## config.mk

```make
export PLATFORM = sky130hd
export DESIGN_NAME = apb_fifo_slave
export DESIGN_NICKNAME = d
export VERILOG_FILES = /design/src/rtl/apb_fifo_pkg.sv /design/src/rtl/sync_fifo.sv /design/src/rtl/apb_fifo_slave.sv
export SDC_FILE = /design/constraint.sdc
export NUM_CORES = 1
export LEC_CHECK = 0
export ABC_AREA = 1
export CAP_MARGIN = 10
export CORE_UTILIZATION = 25
export CTS_BUF_LIST = sky130_fd_sc_hd__clkbuf_16
export DETAILED_ROUTE_END_ITERATION = 12
export HOLD_SLACK_MARGIN = 0.05
export SLEW_MARGIN = 40
export SYNTH_ARGS = -nofsm -noshare
export SYNTH_HDL_FRONTEND = slang
export SYNTH_SLANG_ARGS = --single-unit
```

## constraint.sdc

```tcl
create_clock -name PCLK -period 6 [get_ports PCLK]
set_clock_uncertainty 0.2 [all_clocks]
set_input_delay 0.6 -clock PCLK [delete_from_list [all_inputs] [get_ports PCLK]]
set_output_delay 0.6 -clock PCLK [all_outputs]
set_load 0.005 [all_outputs]
```

## src/rtl/apb_fifo_pkg.sv

```systemverilog
// apb_fifo_pkg: register offsets, STATUS/CTRL bit positions, default ID value and FSM states for apb_fifo_slave
package apb_fifo_pkg;
  localparam logic [15:0] ADDR_DATA   = 16'h0000;
  localparam logic [15:0] ADDR_STATUS = 16'h0004;
  localparam logic [15:0] ADDR_CTRL   = 16'h0008;
  localparam logic [15:0] ADDR_ID     = 16'h000C;
  localparam int STAT_EMPTY = 16;
  localparam int STAT_FULL = 17;
  localparam int STAT_OVF = 24;
  localparam int STAT_UDF = 25;
  localparam int CTRL_FLUSH = 0;
  localparam int CTRL_CLRERR = 1;
  localparam int CTRL_WAIT_LSB = 4;
  localparam int CTRL_WAIT_MSB = 7;
  localparam logic [31:0] ID_VAL_DEFAULT = 32'h4150_4246;
  typedef enum logic {ST_IDLE, ST_ACCESS} state_e;
endpackage

```

## src/rtl/sync_fifo.sv

```systemverilog
// sync_fifo: 32-bit synchronous FIFO; ports clk_i/rst_i, push_i/pop_i/flush_i, wdata_i, head_o, count_o, full_o, empty_o
module sync_fifo #(
  parameter int DEPTH = 8
) (
  input  logic                     clk_i,
  input  logic                     rst_i,
  input  logic                     push_i,
  input  logic                     pop_i,
  input  logic                     flush_i,
  input  logic [31:0]              wdata_i,
  output logic [31:0]              head_o,
  output logic [$clog2(DEPTH):0]   count_o,
  output logic                     full_o,
  output logic                     empty_o
);
  localparam int AW = $clog2(DEPTH);
  logic [31:0] mem_q [DEPTH];
  logic [AW-1:0] wr_q, rd_q;
  logic [AW:0] cnt_q;
  logic push_ok, pop_ok;
  assign push_ok = push_i && !full_o;
  assign pop_ok = pop_i && !empty_o;
  assign full_o = cnt_q == (AW+1)'(DEPTH);
  assign empty_o = cnt_q == '0;
  assign count_o = cnt_q;
  assign head_o = mem_q[rd_q];
  always_ff @(posedge clk_i)
    if (push_ok) mem_q[wr_q] <= wdata_i;
  always_ff @(posedge clk_i)
    if (rst_i || flush_i) begin
      wr_q <= '0;
      rd_q <= '0;
      cnt_q <= '0;
    end else begin
      if (push_ok) wr_q <= wr_q + 1'b1;
      if (pop_ok) rd_q <= rd_q + 1'b1;
      cnt_q <= cnt_q + {{AW{1'b0}}, push_ok} - {{AW{1'b0}}, pop_ok};
    end
endmodule

```

## src/rtl/apb_fifo_slave.sv

```systemverilog
// apb_fifo_slave: APB slave with loopback FIFO, STATUS/CTRL/ID regs; ports PCLK, PRST, PADDR/PSEL/PENABLE/PWRITE/PWDATA in, PRDATA/PREADY/PSLVERR/IRQ out; define APB_FIFO_WAIT_EN for CTRL.WAIT wait states
module apb_fifo_slave
  import apb_fifo_pkg::*;
#(
  parameter int          DEPTH  = 8,
  parameter logic [31:0] ID_VAL = ID_VAL_DEFAULT
) (
  input  logic        PCLK,
  input  logic        PRST,
  input  logic [15:0] PADDR,
  input  logic        PSEL,
  input  logic        PENABLE,
  input  logic        PWRITE,
  input  logic [31:0] PWDATA,
  output logic [31:0] PRDATA,
  output logic        PREADY,
  output logic        PSLVERR,
  output logic        IRQ
);
  localparam int AW = $clog2(DEPTH);
  state_e state_q;
  logic [31:0] wdata_q, prdata_q, head, status, rdata;
  logic pslverr_q, push_q, pop_q, ctrl_q, ovf_set_q, udf_set_q, ovf_q, udf_q;
  logic [AW:0] count;
  logic full, empty, setup, ready, commit, cnt_zero;
  logic is_data, is_status, is_ctrl, is_id, err;
  logic [3:0] wait_q;
  sync_fifo #(.DEPTH(DEPTH)) u_fifo (
    .clk_i(PCLK),
    .rst_i(PRST),
    .push_i(commit && push_q),
    .pop_i(commit && pop_q),
    .flush_i(commit && ctrl_q && wdata_q[CTRL_FLUSH]),
    .wdata_i(wdata_q),
    .head_o(head),
    .count_o(count),
    .full_o(full),
    .empty_o(empty)
  );
  assign setup = state_q == ST_IDLE && PSEL && !PENABLE;
  // Gated by PRST so a transfer hit by reset never completes.
  assign ready = state_q == ST_ACCESS && cnt_zero && PSEL && !PRST;
  assign commit = ready && PENABLE;
  assign PREADY = ready;
  assign PRDATA = ready ? prdata_q : '0;
  assign PSLVERR = ready && pslverr_q;
  assign IRQ = ovf_q || udf_q;
`ifdef APB_FIFO_WAIT_EN
  logic [3:0] cnt_q;
  always_ff @(posedge PCLK)
    if (PRST) begin
      wait_q <= '0;
      cnt_q <= '0;
    end else begin
      if (commit && ctrl_q) wait_q <= wdata_q[CTRL_WAIT_MSB:CTRL_WAIT_LSB];
      if (setup) cnt_q <= wait_q;
      else if (state_q == ST_ACCESS && PSEL && !cnt_zero) cnt_q <= cnt_q - 1'b1;
    end
  assign cnt_zero = cnt_q == '0;
`else
  assign wait_q = '0;
  assign cnt_zero = 1'b1;
`endif
  // Response is decided at the setup edge from the FIFO state seen then.
  always_comb begin
    is_data = PADDR == ADDR_DATA;
    is_status = PADDR == ADDR_STATUS;
    is_ctrl = PADDR == ADDR_CTRL;
    is_id = PADDR == ADDR_ID;
    err = !(is_data || is_status || is_ctrl || is_id) || (PWRITE && (is_status || is_id)) ||
          (is_data && (PWRITE ? full : empty));
    status = '0;
    status[AW:0] = count;
    status[STAT_EMPTY] = empty;
    status[STAT_FULL] = full;
    status[STAT_OVF] = ovf_q;
    status[STAT_UDF] = udf_q;
    rdata = (PWRITE || err) ? '0 : is_data ? head : is_status ? status :
            is_ctrl ? 32'(wait_q) << CTRL_WAIT_LSB : ID_VAL;
  end
  always_ff @(posedge PCLK)
    if (PRST) begin
      state_q <= ST_IDLE;
      wdata_q <= '0;
      prdata_q <= '0;
      pslverr_q <= 1'b0;
      push_q <= 1'b0;
      pop_q <= 1'b0;
      ctrl_q <= 1'b0;
      ovf_set_q <= 1'b0;
      udf_set_q <= 1'b0;
      ovf_q <= 1'b0;
      udf_q <= 1'b0;
    end else if (state_q == ST_IDLE) begin
      if (setup) begin
        state_q <= ST_ACCESS;
        wdata_q <= PWDATA;
        prdata_q <= rdata;
        pslverr_q <= err;
        push_q <= is_data && PWRITE && !full;
        pop_q <= is_data && !PWRITE && !empty;
        ctrl_q <= is_ctrl && PWRITE;
        ovf_set_q <= is_data && PWRITE && full;
        udf_set_q <= is_data && !PWRITE && empty;
      end
    end else if (!PSEL || ready) begin
      state_q <= ST_IDLE;
      if (commit) begin
        if (ovf_set_q) ovf_q <= 1'b1;
        if (udf_set_q) udf_q <= 1'b1;
        if (ctrl_q && wdata_q[CTRL_CLRERR]) begin
          ovf_q <= 1'b0;
          udf_q <= 1'b0;
        end
      end
    end
endmodule
```

==> results of run 1 <==
per-stage QoR:
stage	hold WS [ns]	setup slack, ns	instance area, um^2	utilization, %	total power (uW)
final	0.2646	2.400	17020	30.66	4867
after global routing	0.2860	2.232	17020	30.66	5012
after CTS	0.2667	2.388	17000	30.62	4908
after detailed placement	0.2572	2.111	15860	28.57	2754
after global placement	0.2536	1.959	15790	28.44	2747
after floorplan	0.2453	1.621	14140	-	2678
layout make-up:
class / instances / area [um^2] / share of cell area (%)
inverter: 79 / 297.8 / 1.749
timing repair buffer: 113 / 1125 / 6.608
multi-input combinational: 871 / 4109 / 24.14
tap: 748 / 935.9 / 5.498
sequential: 342 / 9417 / 55.32
clock inverter: 25 / 211.5 / 1.242
clock buffer: 37 / 925.9 / 5.440
cells in the final DEF (no fill, tap or decap), types with 2 or more instances in the layout:
| master | instances |
|---|---|
| sky130_fd_sc_hd__clkdlybuf4s50_1 | 86 |
| sky130_fd_sc_hd__buf_4 | 21 |
| sky130_fd_sc_hd__nand2_1 | 290 |
| sky130_fd_sc_hd__o21a_1 | 2 |
| sky130_fd_sc_hd__ha_1 | 8 |
| sky130_fd_sc_hd__clkbuf_16 | 37 |
| sky130_fd_sc_hd__nor2_2 | 3 |
| sky130_fd_sc_hd__dfxtp_1 | 84 |
| sky130_fd_sc_hd__dfxtp_4 | 2 |
| sky130_fd_sc_hd__nor2_8 | 2 |
| sky130_fd_sc_hd__buf_16 | 2 |
| sky130_fd_sc_hd__a21oi_1 | 75 |
| sky130_fd_sc_hd__nand3_2 | 12 |
| sky130_fd_sc_hd__nor3_1 | 9 |
| sky130_fd_sc_hd__a21oi_2 | 10 |
| sky130_fd_sc_hd__clkinv_2 | 3 |
| sky130_fd_sc_hd__nor2_4 | 4 |
| sky130_fd_sc_hd__inv_2 | 7 |
| sky130_fd_sc_hd__inv_1 | 77 |
| sky130_fd_sc_hd__o21ai_0 | 70 |
| sky130_fd_sc_hd__nand2_2 | 6 |
| sky130_fd_sc_hd__nand4_1 | 7 |
| sky130_fd_sc_hd__nor2_1 | 191 |
| sky130_fd_sc_hd__nand3_1 | 158 |
| sky130_fd_sc_hd__edfxtp_1 | 256 |
| sky130_fd_sc_hd__or2_2 | 3 |
| sky130_fd_sc_hd__nor3_2 | 15 |
| sky130_fd_sc_hd__bufinv_16 | 4 |
| sky130_fd_sc_hd__clkinv_1 | 11 |
state kept, by name, indices dropped and copies added, names as in the netlist, named ones only:
signal and flops:
u_fifo.mem_q 256, prdata_q 32, wdata_q 32, u_fifo.count_o 4, u_fifo.rd_q 3, u_fifo.wr_q 3, ctrl_q 1, ovf_q 1
ovf_set_q 1, pop_q 1, pslverr_q 1, push_q 1, state_q 1, udf_q 1, udf_set_q 1
critical path, cell delays in order:
cell and delay [ns]:
sky130_fd_sc_hd__buf_2 0.24, sky130_fd_sc_hd__buf_16 0.23, sky130_fd_sc_hd__inv_2 0.55, sky130_fd_sc_hd__nand3_2 0.15, sky130_fd_sc_hd__buf_4 0.32, sky130_fd_sc_hd__nor2_1 0.16, sky130_fd_sc_hd__clkdlybuf4s50_1 0.52
logic make-up after synthesis:
| kind of cell | count (synthesis) | synth area share, % |
|---|---|---|
| adders and majority gates | 9 | 0.8497 |
| and+or+nand+nor | 702 | 21.88 |
| AOI/OAI and AO/OA | 159 | 5.957 |
| DFF | 342 | 66.56 |
| buffers and inverters | 157 | 4.691 |
| xor gates and xnor gates | 1 | 0.06197 |
synth_stat cells:
library cell / n / share of area, %
sky130_fd_sc_hd__a21oi_1: 75 / 2.7
sky130_fd_sc_hd__a21oi_2: 10 / 0.62
sky130_fd_sc_hd__a31oi_1: 1 / 0.044
sky130_fd_sc_hd__and3_1: 1 / 0.044
sky130_fd_sc_hd__buf_1: 10 / 0.27
sky130_fd_sc_hd__buf_2: 35 / 1.2
sky130_fd_sc_hd__buf_6: 4 / 0.32
sky130_fd_sc_hd__clkbuf_1: 29 / 0.77
sky130_fd_sc_hd__clkinv_1: 2 / 0.053
sky130_fd_sc_hd__dfxtp_1: 86 / 12
sky130_fd_sc_hd__edfxtp_1: 256 / 54
sky130_fd_sc_hd__fa_1: 1 / 0.14
sky130_fd_sc_hd__ha_1: 8 / 0.71
sky130_fd_sc_hd__inv_1: 70 / 1.9
sky130_fd_sc_hd__inv_2: 7 / 0.19
sky130_fd_sc_hd__nand2_1: 290 / 7.7
sky130_fd_sc_hd__nand2_2: 6 / 0.27
sky130_fd_sc_hd__nand3_1: 158 / 5.6
sky130_fd_sc_hd__nand3_2: 12 / 0.85
sky130_fd_sc_hd__nand4_1: 7 / 0.31
sky130_fd_sc_hd__nor2_1: 193 / 5.1
sky130_fd_sc_hd__nor2_2: 3 / 0.13
sky130_fd_sc_hd__nor2_4: 2 / 0.16
sky130_fd_sc_hd__nor2_8: 2 / 0.28
sky130_fd_sc_hd__nor3_1: 15 / 0.53
sky130_fd_sc_hd__nor3_2: 9 / 0.64
sky130_fd_sc_hd__nor3_4: 1 / 0.12
sky130_fd_sc_hd__o211ai_1: 1 / 0.053
sky130_fd_sc_hd__o21a_1: 2 / 0.11
sky130_fd_sc_hd__o21ai_0: 70 / 2.5
sky130_fd_sc_hd__or2_2: 3 / 0.13
sky130_fd_sc_hd__xor2_1: 1 / 0.062
layer usage:
layer,part of all wire [%],up-vias
met5,0,-
met3,6.4,51
li1,-,4787
met2,47,310
met4,1.7,0
met1,45,4731
where the power goes:
group | switching (uW) | leakage [uW] | total [uW] | internal, uW
clock network | 880 | 0.000586 | 2160 | 1280
registers | 36.4 | 0.00312 | 2600 | 2560
logic | 60.5 | 0.00234 | 107 | 46.2
final timing paths:
path | slack (ns) | endpoint | cells after the start
setup reg to reg | 2.87 | prdata_q[7]$_SDFFE_PP0P_ | 9
hold reg to reg | 0.26 | prdata_q[1]$_SDFFE_PP0P_ | 2
hold / removal | 0.26 | prdata_q[1]$_SDFFE_PP0P_ | 2
setup / recovery | 2.40 | PRDATA[2] | 7
==> results.json, run 1 <==
{
  "total_leakage_power_uw": 0.006042,
  "cp-startpoint": "PRST",
  "detailedRoute.firstIterationViolations": 855,
  "num_rows": 86,
  "io_buf_count": 87,
  "final-max-slew-violation-count": 0,
  "worst_setup_hold_path_clk_slew_ns": 0.06,
  "pwr_density_cell_nw_per_um2": 285.9,
  "die-area_um2": 57500,
  "tns_ns": 0,
  "worstPathMaxFanout": 37,
  "element_type_at_the_critical_path_end": "output port",
  "cts_setup_buffers": 0,
  "report.final.hold_viol_count": 0,
  "post_synth.cell_area_avg_um2": 10.32,
  "dieWidth_um": 239.8,
  "insertedDiodeCount": 0,
  "setup_violations": 0,
  "grt_util_met2_pct": 20.26,
  "use_met3_pct": 2.190,
  "boundaryPins": 88,
  "synth_cells": 1370,
  "highest_achievable_clock_rate_ghz": 0.2777,
  "synthToLayoutAreaGrowth_pct": 20.41,
  "worst_hold_startpoint": "prdata_q[1]$_SDFFE_PP0P_",
  "ctsHtreeMaxLevel": 2,
  "first_pass_iters": 7,
  "cts.sinks": 342,
  "n_fill_cell": 5723,
  "maximum_buffer_depth_of_the_clock_tree": 3,
  "critPathRequiredTime_ns": 5.20,
  "share_of_layout_cells_above_drive_strength_1_pct": 9.407,
  "grt_setup_unrepaired": "no",
  "synth.yosys.warnings": 0,
  "tightestPinTransition_ns": 0.8471,
  "floorplan.die.height_um": 239.8,
  "post_drt_via_cell_ratio": 4.460,
  "insertion_delay_ns": 0.52,
  "post_cts_hold_buffer_count": 0,
  "initial_core_util_pct": 25.46,
  "grt_max_degree": 89,
  "worstPathArrival_ns": 2.80,
  "postCtsResizedCells": 0,
  "grt_usage_pct": 12.55,
  "grt_busiest_layer": "met2",
  "post_layout_nonfiller_instances": 2215,
  "crit_path_start_kind": "input port",
  "last_weighted_congestion_value_of_the_routability_driven_placer": 0.7865,
  "ys_types": 32,
  "final.min_clock_period_ns": 3.600,
  "routed-via-count": 9879,
  "routed_wl_um": 36250,
  "slew_headroom_pct": 43.53,
  "tritoncts": "built",
  "grt_use_met1_pct": 17.32,
  "post_detailed_route_count_of_antenna_violating_nets": 0,
  "hold_path.class": "reg -> reg",
  "synth.net_count": 1432,
  "route.detailed.wl_per_inst_um": 16.36,
  "synth_area_um2": 14140,
  "critPathKind": "in -> out",
  "drc": 0,
  "cts_made_buffers": 35,
  "outcome": "complete, no violations",
  "dpl.cell_count": 2152,
  "grt_first_pass_wirelength_um": 55770,
  "power.ir.vdd_worst_uv": 176.6,
  "final.period_utilization_pct": 60.01,
  "share_of_synthesized_area_occupied_by_flip_flops_and_latches_pct": 66.56,
  "max_cap_violations": 0,
  "num-nets-final": 1504,
  "ys_ff_latch": 342,
  "root_buffer_master": "sky130_fd_sc_hd__clkbuf_16",
  "post-dp-hpwl_um": 21690,
  "floorplan.core_area_um2": 55520,
  "grt_remaining_overflow": 0,
  "antenna_found_initial": 0,
  "vias_in_the_first_global_route": 9586
}
No activity file was read; power rests on OpenSTA's default activity.
==> inputs of run 2 (changes only) <==
==> constraint.sdc (replaced) <==
create_clock -name PCLK -period 3 [get_ports PCLK]
set_clock_uncertainty 0.2 [all_clocks]
set_input_delay 0.3 -clock PCLK [delete_from_list [all_inputs] [get_ports PCLK]]
set_output_delay 0.3 -clock PCLK [all_outputs]
set_load 0.005 [all_outputs]
==> results.json, run 2 (synthesis results as in run 1) <==
{
  "outcome": "complete, no violations",
  "power.switching_uw": 2031,
  "worst_hold_path.endpoint": "wdata_q[20]$_SDFFE_PP0P_",
  "antenna_found_initial": 0,
  "io_buf_count": 87,
  "insertion_delay_ns": 0.54,
  "layout_commonest_cell": "sky130_fd_sc_hd__nand2_1",
  "routed_wl_um": 36210,
  "root_buffer_master": "sky130_fd_sc_hd__clkbuf_16",
  "first_pass_iters": 5,
  "initial_core_util_pct": 25.46,
  "post-dp-hpwl_um": 21760,
  "num-nets-final": 1515,
  "dieWidth_um": 239.8,
  "layout_common_cells": "290 x sky130_fd_sc_hd__nand2_1, 256 x sky130_fd_sc_hd__edfxtp_1, 191 x sky130_fd_sc_hd__nor2_1, 158 x sky130_fd_sc_hd__nand3_1, 86 x sky130_fd_sc_hd__clkdlybuf4s50_1",
  "reg2reg_slack_ns": 0.52,
  "worstPathArrival_ns": 2.10,
  "post_drt_via_cell_ratio": 4.475,
  "ctsHtreeMaxLevel": 2,
  "comb_power_share_pct": 2.3,
  "grt_usage_pct": 12.56,
  "largest_register_ffs": 256,
  "worst_setup_hold_path_clk_slew_ns": 0.06,
  "pre_cts_slack_ns": 0.1257,
  "r2r-end": "prdata_q[14]$_SDFFE_PP0P_",
  "worstPathMaxFanout": 34,
  "report.final.hold_viol_count": 0,
  "grt_max_degree": 99,
  "top_regs": "u_fifo.mem_q: 256 flops, prdata_q: 32 flops, wdata_q: 32 flops",
  "share_of_layout_cells_above_drive_strength_1_pct": 10.54,
  "worst_hold_startpoint": "PWDATA[20]",
  "setup_ws_ns": 0.3970,
  "postCtsResizedCells": 0,
  "critPathKind": "in -> out",
  "post_detailed_route_count_of_antenna_violating_nets": 0,
  "detailedRoute.firstIterationViolations": 736,
  "max_cap_violations": 0,
  "power.ir.vdd_worst_uv": 315.5,
  "synthToLayoutAreaGrowth_pct": 21.28,
  "insertedDiodeCount": 0,
  "cts.sinks": 342,
  "grt_first_pass_wirelength_um": 56080,
  "die-area_um2": 57500,
  "setup_violations": 0,
  "element_type_at_the_critical_path_end": "output port",
  "tns_ns": 0,
  "drc": 0,
  "worst-r2r-cell-count": 10,
  "pwr_density_cell_nw_per_um2": 557.7,
  "final.min_clock_period_ns": 2.603,
  "timing.hold.worst_path_depth": 3,
  "tritoncts": "built",
  "route.detailed.wl_per_inst_um": 16.25,
  "routed-via-count": 9970,
  "grt_setup_unrepaired": "no",
  "floorplan.core_area_um2": 55520,
  "cts_made_buffers": 35,
  "highest_achievable_clock_rate_ghz": 0.3842,
  "switching_share_pct": 21.24,
  "regMostFlops": "u_fifo.mem_q",
  "crit_path_start_kind": "input port",
  "num_rows": 86,
  "hold_path.class": "in -> reg",
  "power_frac_seq_pct": 54.4,
  "maximum_buffer_depth_of_the_clock_tree": 3,
  "slew_headroom_pct": 46.37,
  "grt_remaining_overflow": 0,
  "clkPwrFrac_pct": 43.3,
  "critPathRequiredTime_ns": 2.50,
  "floorplan.die.height_um": 239.8,
  "last_weighted_congestion_value_of_the_routability_driven_placer": 0.7823,
  "vias_in_the_first_global_route": 9831,
  "final.period_utilization_pct": 86.77,
  "total_leakage_power_uw": 0.006113,
  "final-max-slew-violation-count": 0,
  "n_fill_cell": 5764,
  "boundaryPins": 88,
  "tightestPinTransition_ns": 0.8045,
  "internal_power_uw": 7531
}
run 2: cell types whose count changed in the layout (fill, tap and decap cells not counted), sizes merged:
| cell | previous run | this run |
|---|---|---|
| buf | 27 | 37 |
| clkinv | 15 | 17 |
| dlygate4sd3 | 0 | 1 |
| inv | 85 | 89 |
| bufinv | 4 | 2 |
| clkbuf | 37 | 35 |
run 2: cell type report:
type	instances	area (um^2)	area share (%)
clock buffers	35	875.8	5.109
clock inverters	29	196.4	1.146
inverters	79	297.8	1.737
multi-input cells	871	4128	24.08
flip-flops and latches	342	9414	54.91
well taps	748	935.9	5.459
repair buffers	124	1296	7.561
run 2: stage by stage:
stage	instance area, um^2	hold slack (ns)	utilization [%]	power, uW	cells
3_5_place_dp	16060	0.2562	28.93	5525	2163
4_1_cts	17140	0.1349	30.88	9637	2228
6_report	17140	0.1510	30.88	9562	2228
3_3_place_gp	16060	0.2576	28.93	5517	2163
2_1_floorplan	14170	0.2349	-	5355	1370
5_1_grt	17140	0.1536	30.88	9833	2228
run 2: worst max-delay path, cell delays in order:
cell	delay (ns)
sky130_fd_sc_hd__dlygate4sd3_1	0.54
sky130_fd_sc_hd__buf_2	0.14
sky130_fd_sc_hd__inv_2	0.06
sky130_fd_sc_hd__nand3_2	0.07
sky130_fd_sc_hd__buf_4	0.28
sky130_fd_sc_hd__nor2_1	0.17
sky130_fd_sc_hd__clkdlybuf4s50_1	0.53
run 2: routing by layer:
layer  up-vias  wire length (um)  global-route usage [%]
met5         -                 0                       0
met4         0               803                   3.904
met3        51              2369                   2.593
met2       296             16410                   19.98
met1      4808             16620                   17.01
li1       4815                 -                       -
run 2: worst max-delay path by stage:
stage                                               to  cells past startpoint  slack, ns  startpoint
after CTS                                   PRDATA[15]                      7       0.37        PRST
after detailed placement  u_fifo.count_o[2]$_SDFF_PP0_                     12       0.13     PENABLE
final                                       PRDATA[15]                      7       0.40        PRST
after floorplan           u_fifo.mem_q[1][0]$_DFFE_PP_                      7      -0.94        PRST
after global placement    u_fifo.count_o[2]$_SDFF_PP0_                     12       0.15     PENABLE
after global routing                        PRDATA[15]                      7       0.31        PRST
run 2: repair_timing:
action	in CTS	in global routing
endpoints found under the setup margin	0	0
endpoints found under the hold margin	1	0
hold buffers	1	0
buffers inserted	0	0
run 2: power by group through the flow:
stage / clock network, uW / registers, uW / logic, uW
floorplan: 0 / 5260 / 94.1
global placement: 0 / 5300 / 217
detailed placement: 0 / 5310 / 220
CTS: 4210 / 5200 / 222
global route: 4380 / 5210 / 240
finish: 4140 / 5200 / 217
==> inputs of run 3 (changes only) <==
--- a/config.mk
+++ b/config.mk
@@ -8,7 +8,7 @@
 export ABC_AREA = 1
 export CAP_MARGIN = 10
 export CORE_UTILIZATION = 25
-export CTS_BUF_LIST = sky130_fd_sc_hd__clkbuf_16
+export CTS_BUF_LIST = sky130_fd_sc_hd__clkbuf_8
 export DETAILED_ROUTE_END_ITERATION = 12
 export HOLD_SLACK_MARGIN = 0.05
 export SLEW_MARGIN = 40
==> results.json, run 3 (synthesis results as in run 1) <==
{
  "num-nets-final": 1533,
  "highest_achievable_clock_rate_ghz": 0.3828,
  "vias_in_the_first_global_route": 10000,
  "layout_common_cells": "290 x sky130_fd_sc_hd__nand2_1, 256 x sky130_fd_sc_hd__edfxtp_1, 191 x sky130_fd_sc_hd__nor2_1, 158 x sky130_fd_sc_hd__nand3_1, 90 x sky130_fd_sc_hd__inv_1",
  "die-area_um2": 57500,
  "largest_register_ffs": 256,
  "detailedRoute.firstIterationViolations": 788,
  "share_of_layout_cells_above_drive_strength_1_pct": 11.62,
  "cts_made_buffers": 52,
  "worst_hold_path.endpoint": "wdata_q[1]$_SDFFE_PP0P_",
  "grt_setup_unrepaired": "no",
  "floorplan.die.height_um": 239.8,
  "root_buffer_master": "sky130_fd_sc_hd__clkbuf_8",
  "antenna_found_initial": 0,
  "whs_ns": 0.07792,
  "initial_core_util_pct": 25.46,
  "tritoncts": "built",
  "maximum_buffer_depth_of_the_clock_tree": 3,
  "cts.sinks": 342,
  "regMostFlops": "u_fifo.mem_q",
  "max_cap_violations": 0,
  "grt_usage_pct": 12.58,
  "cts_setup_buffers": 0,
  "worstPathArrival_ns": 2.11,
  "last_weighted_congestion_value_of_the_routability_driven_placer": 0.7823,
  "post_drt_via_cell_ratio": 4.434,
  "top_regs": "u_fifo.mem_q: 256 flops, prdata_q: 32 flops, wdata_q: 32 flops",
  "worstPathMaxFanout": 34,
  "drc": 0,
  "setup_violations": 0,
  "outcome": "complete, no violations",
  "report.final.hold_viol_count": 0,
  "post_cts_hold_buffer_count": 2,
  "pwr_density_cell_nw_per_um2": 543.0,
  "final-max-slew-violation-count": 0,
  "element_type_at_the_critical_path_end": "output port",
  "tns_ns": 0,
  "post_detailed_route_count_of_antenna_violating_nets": 0,
  "routed_wl_um": 36190,
  "synthToLayoutAreaGrowth_pct": 21.31,
  "total_power_uw": 9312,
  "boundaryPins": 88,
  "routed-via-count": 10035,
  "final.period_utilization_pct": 87.07,
  "num_rows": 86,
  "dieWidth_um": 239.8,
  "worst_hold_startpoint": "PWDATA[1]",
  "tightestPinTransition_ns": 0.8199,
  "post-dp-hpwl_um": 21760,
  "timing.hold.worst_path_depth": 3,
  "total_leakage_power_uw": 0.006172,
  "slew_headroom_pct": 45.34,
  "insertedDiodeCount": 0,
  "sequential_cell_area_um2": 9414,
  "n_fill_cell": 5797,
  "ctsHtreeMaxLevel": 2,
  "critPathRequiredTime_ns": 2.50,
  "floorplan.core_area_um2": 55520,
  "critPathKind": "reg -> out",
  "final.min_clock_period_ns": 2.612,
  "reg2reg_slack_ns": 0.50,
  "worst-r2r-cell-count": 10,
  "multi_input_area_um2": 4128,
  "insertion_delay_ns": 0.61,
  "power.ir.vdd_worst_uv": 344.1,
  "route.detailed.wl_per_inst_um": 15.99,
  "r2r-end": "prdata_q[14]$_SDFFE_PP0P_",
  "first_pass_iters": 5,
  "grt_remaining_overflow": 0,
  "layout_commonest_cell": "sky130_fd_sc_hd__nand2_1",
  "grt_first_pass_wirelength_um": 56410,
  "crit_path_start_kind": "flip-flop",
  "postCtsResizedCells": 0,
  "hold_path.class": "in -> reg",
  "worst_setup_hold_path_clk_slew_ns": 0.07,
  "grt_max_degree": 99,
  "io_buf_count": 87
}
==> run 3: cell types whose count changed in the layout (fill, tap and decap cells not counted), sizes merged <==
cell,previous run,this run
clkinvlp,0,2
clkinv,17,13
inv,89,100
dlygate4sd3,1,2
clkbuf,35,59
bufinv,2,3
==> run 3: cell type report <==
| class | instances | share of cell area (%) |
|---|---|---|
| tap | 748 | 5.457 |
| multi-input combinational | 871 | 24.07 |
| clock buffer | 59 | 4.735 |
| clock inverter | 39 | 1.488 |
| sequential | 342 | 54.90 |
| timing repair buffer | 125 | 7.617 |
| inverter | 79 | 1.736 |
==> run 3: worst max-delay path, stage by stage, from the launching register on <==
cell and delay, ns:
sky130_fd_sc_hd__dfxtp_1 0.40, sky130_fd_sc_hd__nand3_2 0.11, sky130_fd_sc_hd__buf_4 0.28, sky130_fd_sc_hd__nor2_1 0.17, sky130_fd_sc_hd__clkdlybuf4s50_1 0.53
==> run 3: power by group <==
part | internal, uW | leakage [uW] | switching (uW)
Clock | 2080 | 0.000624 | 1810
Sequential | 5120 | 0.00312 | 83.8
Combinational | 96.5 | 0.00243 | 121
Total | 7290 | 0.00617 | 2020
==> run 3: worst max-delay path by stage <==
| stage | start | end | slack, ns | depth (start not counted) |
|---|---|---|---|---|
| finish | state_q$_SDFF_PP0_ | PRDATA[15] | 0.39 | 4 |
| global route | state_q$_SDFF_PP0_ | PRDATA[15] | 0.26 | 4 |
| CTS | state_q$_SDFF_PP0_ | PRDATA[15] | 0.32 | 4 |
| detailed placement | PENABLE | u_fifo.count_o[2]$_SDFF_PP0_ | 0.13 | 12 |
| global placement | PENABLE | u_fifo.count_o[2]$_SDFF_PP0_ | 0.15 | 12 |
| floorplan | PRST | u_fifo.mem_q[1][0]$_DFFE_PP_ | -0.94 | 7 |
==> run 3: per-stage QoR <==
step | cells | area [um^2] | setup WS [ns] | util (%)
final | 2263 | 17150 | 0.3880 | 30.89
after global routing | 2263 | 17150 | 0.2563 | 30.89
after CTS | 2263 | 17150 | 0.3200 | 30.89
after detailed placement | 2163 | 16060 | 0.1257 | 28.93
after global placement | 2163 | 16060 | 0.1546 | 28.93
after floorplan | 1370 | 14170 | -0.9403 | -
==> run 3: per-layer routing <==
metal / GRT usage (%) / wire, um / vias up
li1: - / - / 4865
met1: 16.99 / 16520 / 4813
met2: 20.12 / 16600 / 311
met3: 2.754 / 2462 / 46
met4: 3.535 / 597 / 0
met5: 0 / 0 / -
